**src/rtl/ivector_requester_pkg.sv**
```systemverilog
// ivector_requester_pkg: shared states, widths and the say/heard payload generator.
package ivector_requester_pkg;
  typedef enum logic [1:0] {IDLE, ISSUE, DRAIN, DONE} state_t;
  localparam int SEQ_W_DEF = 16;
  localparam int PAD_W = 176;
  localparam int PAY_W = 192;
  localparam logic [15:0] PATTERN = 16'hA5A5;
  typedef struct packed {
    logic [PAY_W-1:0] meth;
    logic [PAY_W-1:0] v;
  } payload_t;
  function automatic payload_t payload(input logic [15:0] s);
    payload_t p;
    p.meth = {{PAD_W{1'b0}}, s};
    p.v = {12{s ^ PATTERN}};
    return p;
  endfunction
endpackage

```
**src/rtl/ivector_seq_fifo.sv**
```systemverilog
// ivector_seq_fifo: expected-sequence store; dout is a register always holding the current head.
module ivector_seq_fifo #(
  parameter int DEPTH = 4,
  parameter int W = 16,
  localparam int AW = $clog2(DEPTH),
  localparam int CW = AW + 1
) (
  input  logic          clk,
  input  logic          rst,
  input  logic          push,
  input  logic          pop,
  input  logic [W-1:0]  din,
  output logic [W-1:0]  dout,
  output logic [CW-1:0] count
);
  logic [W-1:0] mem [DEPTH];
  logic [AW-1:0] wr_ptr, rd_ptr, nrd;
  assign nrd = pop ? rd_ptr + AW'(1) : rd_ptr;
  always_ff @(posedge clk)
    if (push) mem[wr_ptr] <= din;
  // a push landing in the slot that becomes head must bypass the array
  always_ff @(posedge clk or posedge rst)
    if (rst) begin
      wr_ptr <= '0;
      rd_ptr <= '0;
      count <= '0;
      dout <= '0;
    end else begin
      wr_ptr <= push ? wr_ptr + AW'(1) : wr_ptr;
      rd_ptr <= nrd;
      count <= count + CW'(push) - CW'(pop);
      dout <= (push && wr_ptr == nrd) ? din : mem[nrd];
    end
endmodule

```
**src/rtl/ivector_requester.sv**
```systemverilog
// ivector_requester: issues numbered say requests and scores the returned heard indications.
module ivector_requester
  import ivector_requester_pkg::*;
#(
  parameter int DEPTH = 4,
  parameter int SEQ_W = SEQ_W_DEF,
  localparam int CW = $clog2(DEPTH) + 1
) (
  input  logic             CLK,
  input  logic             RST,
  input  logic             start__ENA,
  input  logic [SEQ_W-1:0] start_count,
  output logic             start__RDY,
  output logic             say__ENA,
  output logic [PAY_W-1:0] say_meth,
  output logic [PAY_W-1:0] say_v,
  input  logic             say__RDY,
  input  logic             heard__ENA,
  input  logic [PAY_W-1:0] heard_meth,
  input  logic [PAY_W-1:0] heard_v,
  output logic             heard__RDY,
  output logic             done,
  output logic [SEQ_W-1:0] match_count,
  output logic [SEQ_W-1:0] mismatch_count,
  output logic [CW-1:0]    outstanding
);
  state_t state, nxt;
  logic [SEQ_W-1:0] count, sent, seq, head;
  logic heard_go, ok;
  payload_t sp, hp;
  assign sp = payload(16'(seq));
  assign hp = payload(16'(head));
  assign say_meth = sp.meth;
  assign say_v = sp.v;
  assign heard_go = heard__ENA & heard__RDY;
  assign ok = heard_meth == hp.meth && heard_v == hp.v;
  always_comb begin
    nxt = state;
    start__RDY = state == IDLE || state == DONE;
    done = state == DONE;
    heard__RDY = outstanding != '0;
    say__ENA = state == ISSUE && sent < count && outstanding < CW'(DEPTH) && say__RDY;
    if (start__ENA && start__RDY) nxt = start_count == '0 ? DONE : ISSUE;
    else if (state == ISSUE && say__ENA && sent + SEQ_W'(1) == count) nxt = DRAIN;
    else if (state == DRAIN && outstanding == '0) nxt = DONE;
  end
  always_ff @(posedge CLK or posedge RST)
    if (RST) state <= IDLE;
    else state <= nxt;
  always_ff @(posedge CLK or posedge RST)
    if (RST) begin
      count <= '0;
      sent <= '0;
      seq <= '0;
      match_count <= '0;
      mismatch_count <= '0;
    end else if (start__ENA && start__RDY) begin
      count <= start_count;
      sent <= '0;
      seq <= '0;
      match_count <= '0;
      mismatch_count <= '0;
    end else begin
      if (say__ENA) begin
        sent <= sent + SEQ_W'(1);
        seq <= seq + SEQ_W'(1);
      end
      if (heard_go && ok && !(&match_count)) match_count <= match_count + SEQ_W'(1);
      if (heard_go && !ok && !(&mismatch_count)) mismatch_count <= mismatch_count + SEQ_W'(1);
    end
  ivector_seq_fifo #(.DEPTH(DEPTH), .W(SEQ_W)) u_fifo (
    .clk(CLK),
    .rst(RST),
    .push(say__ENA),
    .pop(heard_go),
    .din(seq),
    .dout(head),
    .count(outstanding)
  );
endmodule

```
**config.mk**
```make
export PLATFORM = sky130hd
export DESIGN_NAME = ivector_requester
export DESIGN_NICKNAME = d
export VERILOG_FILES = /design/src/rtl/ivector_requester_pkg.sv /design/src/rtl/ivector_seq_fifo.sv /design/src/rtl/ivector_requester.sv
export SDC_FILE = /design/constraint.sdc
export NUM_CORES = 1
export LEC_CHECK = 0
export CELL_PAD_IN_SITES_DETAIL_PLACEMENT = 0
export CELL_PAD_IN_SITES_GLOBAL_PLACEMENT = 2
export CORE_AREA = 2 2 327 329
export DETAILED_ROUTE_END_ITERATION = 8
export DIE_AREA = 0 0 329 331
export DONT_BUFFER_PORTS = 1
export PLACE_DENSITY_LB_ADDON = 0.1
export SYNTH_ARGS = -nofsm -noshare
export SYNTH_HDL_FRONTEND = slang
export SYNTH_HIERARCHICAL = 1
export SYNTH_SLANG_ARGS = --single-unit
```
**constraint.sdc**
```tcl
create_clock -name CLK -period 3.2 [get_ports CLK]
set_clock_uncertainty 0.1 [all_clocks]
set_input_delay 0.64 -clock CLK [delete_from_list [all_inputs] [get_ports CLK]]
set_output_delay 0.64 -clock CLK [all_outputs]
set_load 0.005 [all_outputs]
```
==> impl_metrics.csv, run 1 <==
group,metric,value,unit
run_status,status,"finished clean",
hold_path,hold_class,"input pin to flop",
global_route,grt_pass1_vias,9907,
yosys,synth_common_cells,"367 x buf_4, 105 x dfrtp_1, 73 x nand2_1, 68 x xnor2_1, 64 x edfxtp_1",
setup_path,max_stage_delay,0.39,ns
yosys,ys_ff_latch,169,
yosys,yosysUniqueCellTypes,74,
clocking,numCtsBuffers,17,
placement,place_hpwl,49.8,mm
yosys,synth_xor_area_share,6.80,%
cells_and_area,multiInputGateArea,6720,sq um
global_route,grt_antenna_before_repair,1,
cells_and_area,fillers,11906,
setup_path,critPathSlowestCell,"dfrtp_1",
drt,drc,0,
cells_and_area,seqCellArea,4560,sq um
clocking,htree_levels,4,
clocking,insertion_delay,0.49,ns
clocking,cts.sinks,169,
setup_path,end_kind,"output pin",
timing,maxSlewViolCount,0,
drt,wl_per_cell,22.6,um
yosys,ys_warn_count,6,
setup_path,critPathLaunchType,"flop",
pwr,powerDensity,623,nW/um^2
global_route,grt_max_degree,64,
clocking,root_buffer,"clkbuf_16",
setup_path,critical_path_class,"flop to output pin",
yosys,synth_mux_area_share,5.51,%
yosys,syn_inst,1449,
yosys,yosysTopAreaCellShare,20.2,%
global_route,overflow,0,
yosys,synthFlopType,"dfrtp_1",
global_route,grt_pass1_wl,81.6,mm
setup_path,crit_path_cell_trace,"inv_2 > ha_4 > nor2b_4 > o21a_1 > o21a_1 > o21ai_2 > a211oi_2 > or2_4 > clkinv_4 > buf_12",
setup_path,critPathRequiredTime,2.46,ns
clocking,cts.clk_slew.worst_paths,0.08,ns
die,die_y,331,um
die,rows,119,
yosys,netlist_top_cells_area,"buf_4 20%, dfrtp_1 19%, edfxtp_1 14%",
yosys,synth_top_family_by_area,"buffers and inverters",
drt,detail-route-antenna-nets,0,
die,dieWidth,329,um
cells_and_area,layout.nets,1777,
yosys,syn_area,13600,sq um
die,io_pins,828,
pwr,p_leak,5.82,nW
run,max_cap_viol_count,0,
drt,drt_iter0_drc,340,
setup_path,worst_ep_arrival_time,2.34,ns
yosys,yosys.area.top_type,"buf_4",
timing,holdWs,0.157,ns
yosys,synth-compound-area-share,7.10,%
die,start_util,13.0,%
setup_path,path_common_cell,"o21a_1",
drt,firstDrtPassIters,4,
global_route,grtUsageTotal,10.9,%
timing,timing_hold_violations_final,0,
clocking,clk_path_buf_depth,2,
pwr,ir_drop,0.373,mV
placement,port_buffers,0,
setup_path,cp_max_fo,7,
timing,fin_crit_sh,96.3,%
die,dieArea,109000,sq um
timing,tightest_slew,0.813,ns
drt,vias_per_cell,3.52,
clocking,cts_tree,"yes",
setup_path,crit_family,"compound AO/OA/AOI/OAI gates",
yosys,yosysSeqAreaShare,33.4,%
timing,setup_viol,0,
timing,fmax,324,MHz
yosys,async_reset_ff_share,62.1,%
cells_and_area,drive_gt1_share,16.1,%
yosys,synth_most_common_cell,"buf_4",
cells_and_area,area_delta_synth_final,9.51,%
yosys,synth-adder-area-share,2.81,%
drt,vias,9685,
placement,gp_congestion,0.723,
die,core,105000,sq um
cells_and_area,utilization,14.2,%
setup_path,crit_buf_inv,3,
yosys,synth-simple-area-share,21.0,%
timing,fin_crit,3.08,ns
timing,timing.slew.headroom,45.8,%
drt,wirelength,62.2,mm
yosys,synth_edf_count,64,
yosys,syn_area_per_cell,9.41,sq um
## metrics by stage
stage          setup WS (ns)  total power, mW  TNS (ns)  cells  cell area [sq um]
6_report               0.118             9.31         0   2748              14900
5_1_grt             -0.00354             10.1  -0.00354   2746              14900
4_1_cts              -0.0172             9.56   -0.0172   2739              14800
3_5_place_dp          -0.627             7.10    -16.97   2696              13900
3_3_place_gp          -0.569             7.11    -14.88   2696              13900
2_1_floorplan         0.0288             5.71         0   1624              14300
## repair_timing
action | 4_1_cts | 5_1_grt
setup buffers | 9 | 7
setup endpoints to repair | 32 | 33
gates cloned | 2 | 0
hold buffers | 1 | 0
endpoints found under the hold margin | 24 | 0
resized for setup | 19 | 25
pin swaps | 6 | 8
## layer usage
metal	share of wire [%]	global-route usage, %	vias up
met4	1.2	2.04	0
met1	39	12.1	4819
met2	53	20.4	366
met3	6.9	3.15	41
li1	-	-	4459
met5	0	0	-
## cells by family (layout without fill, tap and decap cells)
| family | count (synthesis) | in the layout |
|---|---|---|
| AND/OR/NAND/NOR | 496 | 496 |
| buffers and inverters | 454 | 185 |
| flip-flops | 169 | 169 |
| AO/OA/AOI/OAI | 147 | 147 |
| XOR/XNOR | 105 | 105 |
| multiplexers | 47 | 47 |
| adder cells (fa/ha/maj) | 30 | 30 |
| other | 1 | 178 |
## registers in the layout (all words and copies together) (netlist names), 3 cells and up
signal and count:
count 16, match_count 16, mismatch_count 16, sent 16
seq 16, u_fifo/count 3, u_fifo/dout 16, u_fifo/mem 64
## cells in the final DEF (no fill, tap or decap), types with 15 or more instances in the layout
master and n:
xnor2_1 68, clkbuf_16 17, nor2_1 63, mux2i_1 15, o22ai_1 18, o21ai_0 33
a21oi_1 25, xor2_1 35, edfxtp_1 64, inv_1 38, and3_1 46, nand2_1 73
and3b_1 15, nand4_1 45, buf_12 20, ha_1 28, nor4_1 60, nand3_1 36
conb_1 176, buf_4 88, dfrtp_1 95, nor3_1 49
## final timing paths
path | slack [ns] | to | start | cells after the start
worst min register to register | 0.42 | count[0]$_DFFE_PP0P_ | count[0]$_DFFE_PP0P_ | 2
max in group asynchronous | 1.72 | mismatch_count[11]$_DFFE_PP0P_ | RST | 3
worst min-delay path | 0.16 | count[0]$_DFFE_PP0P_ | start_count[0] | 2
worst max register to register | 0.15 | u_fifo/count[2]$_DFF_PP0_ | count[1]$_DFFE_PP0P_ | 16
min in group asynchronous | 0.53 | state[1]$_DFFE_PP0P_ | RST | 2
worst max-delay path | 0.12 | say__ENA | count[1]$_DFFE_PP0P_ | 10
## power breakdown
part / switching (mW) / total, mW / internal [mW]
sequential: 0.402 / 3.03 / 2.63
clock: 1.16 / 2.24 / 1.08
combinational: 2.18 / 4.03 / 1.86
## final cells by class
cell class,instances,area share [%]
clock inverter,14,1.16
antenna,2,0.0335
sequential,169,30.6
tap,1391,11.7
clock buffer,18,2.94
inverter,42,1.11
multi-input combinational,1001,45.0
timing repair buffer,111,7.57
Power figures use the tool's default switching activity.
==> inputs of run 2 (changes only) <==
- GPL_TIMING_DRIVEN: default -> 0
==> impl_metrics.csv, run 2 (synthesis gave the netlist of run 1 again) <==
group,metric,value,unit
drt,drc,0,
timing,maxSlewViolCount,0,
pwr,powerDensity,557,nW/um^2
setup_path,crit_start,"sent[1]$_DFFE_PP0P_",
drt,wl_per_cell,22.9,um
cells_and_area,area_delta_synth_final,29.9,%
timing,timing_hold_violations_final,0,
timing,fmax,314,MHz
pwr,power,9.86,mW
pwr,p_leak,7.64,nW
setup_path,r2r_slack,0.02,ns
cells_and_area,regMostFlops,"u_fifo/mem",
setup_path,reg2reg_depth,15,
cells_and_area,utilization,16.9,%
drt,detail-route-antenna-nets,0,
timing,setup_viol,0,
global_route,grt_pass1_vias,10663,
run,max_cap_viol_count,0,
timing,fin_crit_sh,99.4,%
setup_path,critical_path_class,"flop to flop",
setup_path,cp_max_fo,6,
drt,wirelength,71.0,mm
setup_path,worst_ep_arrival_time,3.45,ns
global_route,grt_max_degree,46,
clocking,numCtsBuffers,17,
clocking,cts_tree,"yes",
setup_path,critPathLaunchType,"flop",
global_route,grt_antenna_before_repair,3,
drt,vias_per_cell,3.53,
timing,holdWs,0.0129,ns
placement,place_hpwl,58.0,mm
die,io_pins,828,
clocking,root_buffer,"clkbuf_16",
timing,tightest_slew,1.08,ns
clocking,htree_levels,4,
placement,gp_congestion,0.733,
drt,firstDrtPassIters,6,
cells_and_area,mostFrequentLayoutCells,"404 x buf_4, 176 x conb_1, 95 x dfrtp_1",
drt,vias,10954,
cells_and_area,drive_gt1_share,34.2,%
cells_and_area,layout_commonest_cell,"buf_4",
die,core,105000,sq um
run_status,status,"finished clean",
hold_path,hold_class,"input pin to async pin",
clocking,cts.clk_slew.worst_paths,0.09,ns
setup_path,regToRegStartpoint,"sent[1]$_DFFE_PP0P_",
drt,drt_iter0_drc,547,
placement,dpl_cell_area,16100,sq um
setup_path,r2r-end,"u_fifo/count[2]$_DFF_PP0_",
setup_path,critPathRequiredTime,3.47,ns
cells_and_area,layout.nets,2127,
clocking,clk_path_buf_depth,2,
clocking,cts.sinks,169,
die,start_util,13.0,%
cells_and_area,fin_area,17700,sq um
timing,fin_crit,3.18,ns
die,dieArea,109000,sq um
global_route,overflow,0,
pwr,ir_drop,0.447,mV
global_route,grtUsageTotal,12.2,%
clocking,insertion_delay,0.48,ns
die,die_y,331,um
die,dieWidth,329,um
cells_and_area,largest_reg_flops,64,
timing,rsz0062_at_grt,"true",
die,rows,119,
setup_path,end_kind,"flop",
placement,port_buffers,0,
timing,timing.slew.headroom,28.3,%
global_route,grt_pass1_wl,91.2,mm
## run 2: cell count changes in the layout (fill, tap and decap cells not counted), moves of 4 or more
cell | before | now
and2_4 | 1 | 5
nor4_4 | 1 | 7
buf_8 | 0 | 4
clkbuf_2 | 0 | 4
buf_2 | 0 | 9
ha_1 | 28 | 23
clkbuf_1 | 0 | 13
buf_12 | 20 | 8
buf_4 | 88 | 404
buf_6 | 0 | 12
## run 2: worst max path at each step
stage / end / depth (start not counted) / slack (ns)
6_report: u_fifo/count[2]$_DFF_PP0_ / 15 / 0.02
5_1_grt: match_count[9]$_DFFE_PP0P_ / 14 / -0.16
4_1_cts: u_fifo/count[2]$_DFF_PP0_ / 16 / 0.001
3_5_place_dp: match_count[14]$_DFFE_PP0P_ / 11 / -1.14
3_3_place_gp: mismatch_count[11]$_DFFE_PP0P_ / 1 / -1.62
2_1_floorplan: u_fifo/count[2]$_DFF_PP0_ / 16 / 0.03
## run 2: metrics by stage
| step | instances | setup WS (ns) | setup TNS, ns |
|---|---|---|---|
| after floorplan | 1624 | 0.0288 | 0 |
| after global placement | 3015 | -1.62 | -243.78 |
| after detailed placement | 3016 | -1.14 | -114.81 |
| after CTS | 3073 | 0.00100 | 0 |
| after global routing | 3099 | -0.163 | -1.56 |
| final | 3099 | 0.0194 | 0 |
## run 2: routing by layer
layer | track usage [%] | wire length (um) | vias up
met3 | 3.31 | 4790 | 20
li1 | - | - | 5165
met4 | 2.22 | 380 | 0
met5 | 0 | 0 | -
met2 | 24.0 | 40400 | 404
met1 | 12.9 | 25500 | 5365
## run 2: final cells by class
class	instances	area, sq um
buffer	411	3170
fill	11777	87300
timing repair buffer	50	463
inverter	42	176
multi-input combinational	1001	6980
clock buffer	17	425
clock inverter	15	193
sequential	169	4560
tap	1391	1740
antenna	3	7.51
## run 2: power by group
group | total [mW] | switching [mW] | internal (mW)
Sequential | 3.02 | 0.396 | 2.63
Combinational | 4.61 | 2.43 | 2.18
Clock | 2.23 | 1.16 | 1.07
Total | 9.86 | 3.98 | 5.88
## run 2: critical path: stages (launching register included)
cell and delay [ns]:
dfrtp_1 0.42, ha_4 0.24, nor2b_4 0.11, o21a_1 0.16, o21a_1 0.20, o21ai_4 0.20
a211oi_4 0.10, or2_4 0.30, inv_8 0.11, clkbuf_16 0.15, inv_6 0.03, ha_4 0.25
inv_2 0.04, ha_4 0.15, fa_2 0.37, xnor2_2 0.14
## run 2: what timing repair did
| item | CTS | global route |
|---|---|---|
| endpoints found under the setup margin | 143 | 130 |
| resized for setup | 72 | 60 |
| cloned | 0 | 1 |
| pin swaps | 26 | 21 |
| buffers inserted | 26 | 21 |
| hold endpoints to repair | 0 | 0 |
| hold buffers | 0 | 0 |
==> inputs of run 3 (changes only) <==
- ABC_AREA: default -> 1
- CORE_AREA: 2 2 327 329 -> 2 2 319 321
- DIE_AREA: 0 0 329 331 -> 0 0 321 323
- PLACE_DENSITY: default -> 0.6
- PLACE_DENSITY_LB_ADDON: 0.1 -> default
==> impl_metrics.csv, run 3 <==
group,metric,value,unit
run_status,status,"finished clean",
yosys,synth_most_common_cell,"nand2_1",
yosys,ys_warn_count,6,
clocking,cts.sinks,169,
drt,vias_per_cell,3.79,
setup_path,path_common_cell,"ha_4",
hold_path,holdPathStages,2,
yosys,async_reset_ff_share,62.1,%
global_route,grt_pass1_wl,113,mm
setup_path,max_stage_delay,0.43,ns
clocking,root_buffer,"clkbuf_16",
die,dieArea,104000,sq um
pwr,powerDensity,620,nW/um^2
yosys,syn_inst,2676,
yosys,yosysUniqueCellTypes,42,
clocking,cts_tree,"yes",
global_route,grt_use_met3,3.47,%
die,io_pins,828,
global_route,grt_antenna_before_repair,1,
timing,maxSlewViolCount,0,
global_route,use_met1,16.6,%
timing,fin_crit,3.06,ns
clocking,numCtsBuffers,17,
cells_and_area,largest_reg_flops,64,
yosys,netlist_top_cells_area,"buf_4 16%, nand2_1 15%, dfrtp_1 15%",
yosys,synth_edf_count,64,
setup_path,worst_ep_arrival_time,3.30,ns
clocking,clk_path_buf_depth,2,
placement,place_hpwl,69.7,mm
global_route,grt_max_degree,59,
timing,setup_viol,0,
pwr,ir_drop,0.374,mV
yosys,synthFlopType,"dfrtp_1",
setup_path,crit_path_cell_trace,"ha_4 > nand2_1 > inv_1 > o21bai_1 > nand3_1 > nor4_4 > nand2_4 > clkinv_4 > clkbuf_16 > buf_8 > inv_4 > ha_4 > inv_4 > ha_4 > fa_2 > xor2_1",
die,core,101000,sq um
timing,fmax,326,MHz
pwr,p_leak,9.97,nW
yosys,syn_area,17500,sq um
yosys,yosysTopAreaCellShare,15.9,%
timing,fin_tns_setup,0,ns
setup_path,crit_family,"adder cells",
drt,wirelength,81.4,mm
cells_and_area,area_delta_synth_final,18.2,%
cells_and_area,regMostFlops,"u_fifo/mem",
cells_and_area,mostFrequentLayoutCells,"708 x nand2_1, 557 x nor2_1, 382 x buf_4",
die,start_util,17.4,%
global_route,overflow,0,
drt,drc,0,
setup_path,cp_max_fo,7,
clocking,insertion_delay,0.46,ns
yosys,synth_common_cells,"711 x nand2_1, 559 x nor2_1, 370 x buf_4, 258 x inv_1, 108 x xor2_1",
cells_and_area,multiInputGateArea,9480,sq um
run,max_cap_viol_count,0,
placement,gp_congestion,0.886,
drt,detail-route-antenna-nets,0,
global_route,grt_pass1_vias,15752,
drt,wl_per_cell,19.3,um
timing,timing_hold_violations_final,0,
hold_path,hold_class,"input pin to flop",
setup_path,critPathRequiredTime,3.43,ns
placement,port_buffers,0,
die,rows,117,
setup_path,reg2reg_depth,16,
yosys,ys_ff_latch,169,
cells_and_area,seqCellArea,4550,sq um
cells_and_area,drive_gt1_share,18.0,%
global_route,grt_util_met2,28.0,%
setup_path,critical_path_class,"flop to flop",
die,die_y,323,um
setup_path,crit_cells,16,
timing,timing.slew.headroom,21.1,%
global_route,grtUsageTotal,15.0,%
yosys,yosysSeqAreaShare,26.0,%
setup_path,end_kind,"flop",
setup_path,critPathLaunchType,"flop",
clocking,htree_levels,4,
drt,drt_iter0_drc,886,
yosys,syn_area_per_cell,6.53,sq um
setup_path,critPathSlowestCell,"dfrtp_1",
cells_and_area,fillers,11561,
die,dieWidth,321,um
global_route,grt-busiest-layer,"met2",
drt,firstDrtPassIters,5,
timing,fin_crit_sh,95.8,%
pwr,power,12.8,mW
timing,tightest_slew,1.18,ns
cells_and_area,layout_commonest_cell,"nand2_1",
yosys,yosys.area.top_type,"buf_4",
cells_and_area,layout.nets,3321,
clocking,cts.clk_slew.worst_paths,0.07,ns
setup_path,crit_buf_inv,6,
drt,vias,15953,
run 3: cell count changes after synthesis, sizes merged, moves of 21 or more:
| cell | delta |
|---|---|
| and3 | -45 |
| nor4 | -54 |
| nand3 | +57 |
| o21ai | +21 |
| nand3b | +32 |
| nand2 | +659 |
| xor2 | +72 |
| inv | +221 |
| nor2 | +503 |
run 3: cells by family (layout without fill, tap and decap cells):
logic type | Yosys count | in the layout | share of synthesized area, %
AND/OR/NAND/NOR | 1517 | 1517 | 35.9
buffers and inverters | 689 | 737 | 24.1
flip-flops | 169 | 169 | 26.0
XOR/XNOR | 164 | 164 | 8.22
AO/OA/AOI/OAI | 106 | 106 | 3.49
adder cells (fa/ha/maj) | 30 | 30 | 2.19
other | 1 | 177 | 0.0215
run 3: final cells by class:
cell class,count,share of cell area (%)
multi-input cells,1993,45.9
clock buffers,19,2.10
clock inverters,13,0.654
inverters,264,4.86
repair buffers,16,0.769
diodes,1,0.0121
plain buffers,425,15.8
flip-flops and latches,169,22.0
well taps,1309,7.93
run 3: worst reg2reg max path, cell delays in order (launching register included):
cell and delay, ns:
dfrtp_1 0.43, ha_4 0.26, nand2_1 0.05, inv_1 0.03, o21bai_1 0.15, nand3_1 0.14
nor4_4 0.27, nand2_4 0.12, clkinv_4 0.08, clkbuf_16 0.15, buf_8 0.12, inv_4 0.04
ha_4 0.26, inv_4 0.04, ha_4 0.15, fa_2 0.38, xor2_1 0.16
run 3: timing repair:
action / in CTS / in global routing
endpoints found under the hold margin: 24 / 0
setup endpoints to repair: 103 / 12
pin swaps: 1 / 8
gates cloned: 0 / 1
gates resized for setup: 21 / 14
hold buffers: 1 / 0
buffers inserted: 4 / 9
run 3: worst paths after layout:
check / from / endpoint / slack, ns
max: sent[13]$_DFFE_PP0P_ / u_fifo/count[2]$_DFF_PP0_ / 0.14
min: start_count[0] / count[0]$_DFFE_PP0P_ / 0.20
max reg2reg: sent[13]$_DFFE_PP0P_ / u_fifo/count[2]$_DFF_PP0_ / 0.14
min reg2reg: count[0]$_DFFE_PP0P_ / count[0]$_DFFE_PP0P_ / 0.39
max in group asynchronous: RST / match_count[3]$_DFFE_PP0P_ / 1.81
min in group asynchronous: RST / u_fifo/count[0]$_DFF_PP0_ / 0.28
run 3: per-layer routing:
| layer | wire [um] | up-vias | share of wire [%] |
|---|---|---|---|
| met1 | 31800 | 7226 | 39 |
| met5 | 0 | - | 0 |
| met2 | 41700 | 530 | 51 |
| met3 | 5330 | 75 | 6.6 |
| met4 | 2510 | 0 | 3.1 |
| li1 | - | 8122 | - |
run 3: power breakdown:
| group | switching [mW] | leakage, nW | internal [mW] |
|---|---|---|---|
| Combinational | 5.06 | 7.73 | 2.63 |
| Clock | 1.02 | 0.268 | 1.04 |
| Sequential | 0.388 | 1.97 | 2.68 |
run 3: stage by stage:
stage	std cells	instance area [sq um]	setup WS (ns)	hold WS (ns)	util [%]
floorplan	2851	18100	0.0395	0.355	-
global placement	4160	19800	-1.18	0.378	19.6
detailed placement	4161	19800	-0.943	0.378	19.7
CTS	4198	20500	0.00728	0.170	20.4
global route	4209	20700	-0.00890	0.186	20.5
finish	4209	20700	0.135	0.199	20.5
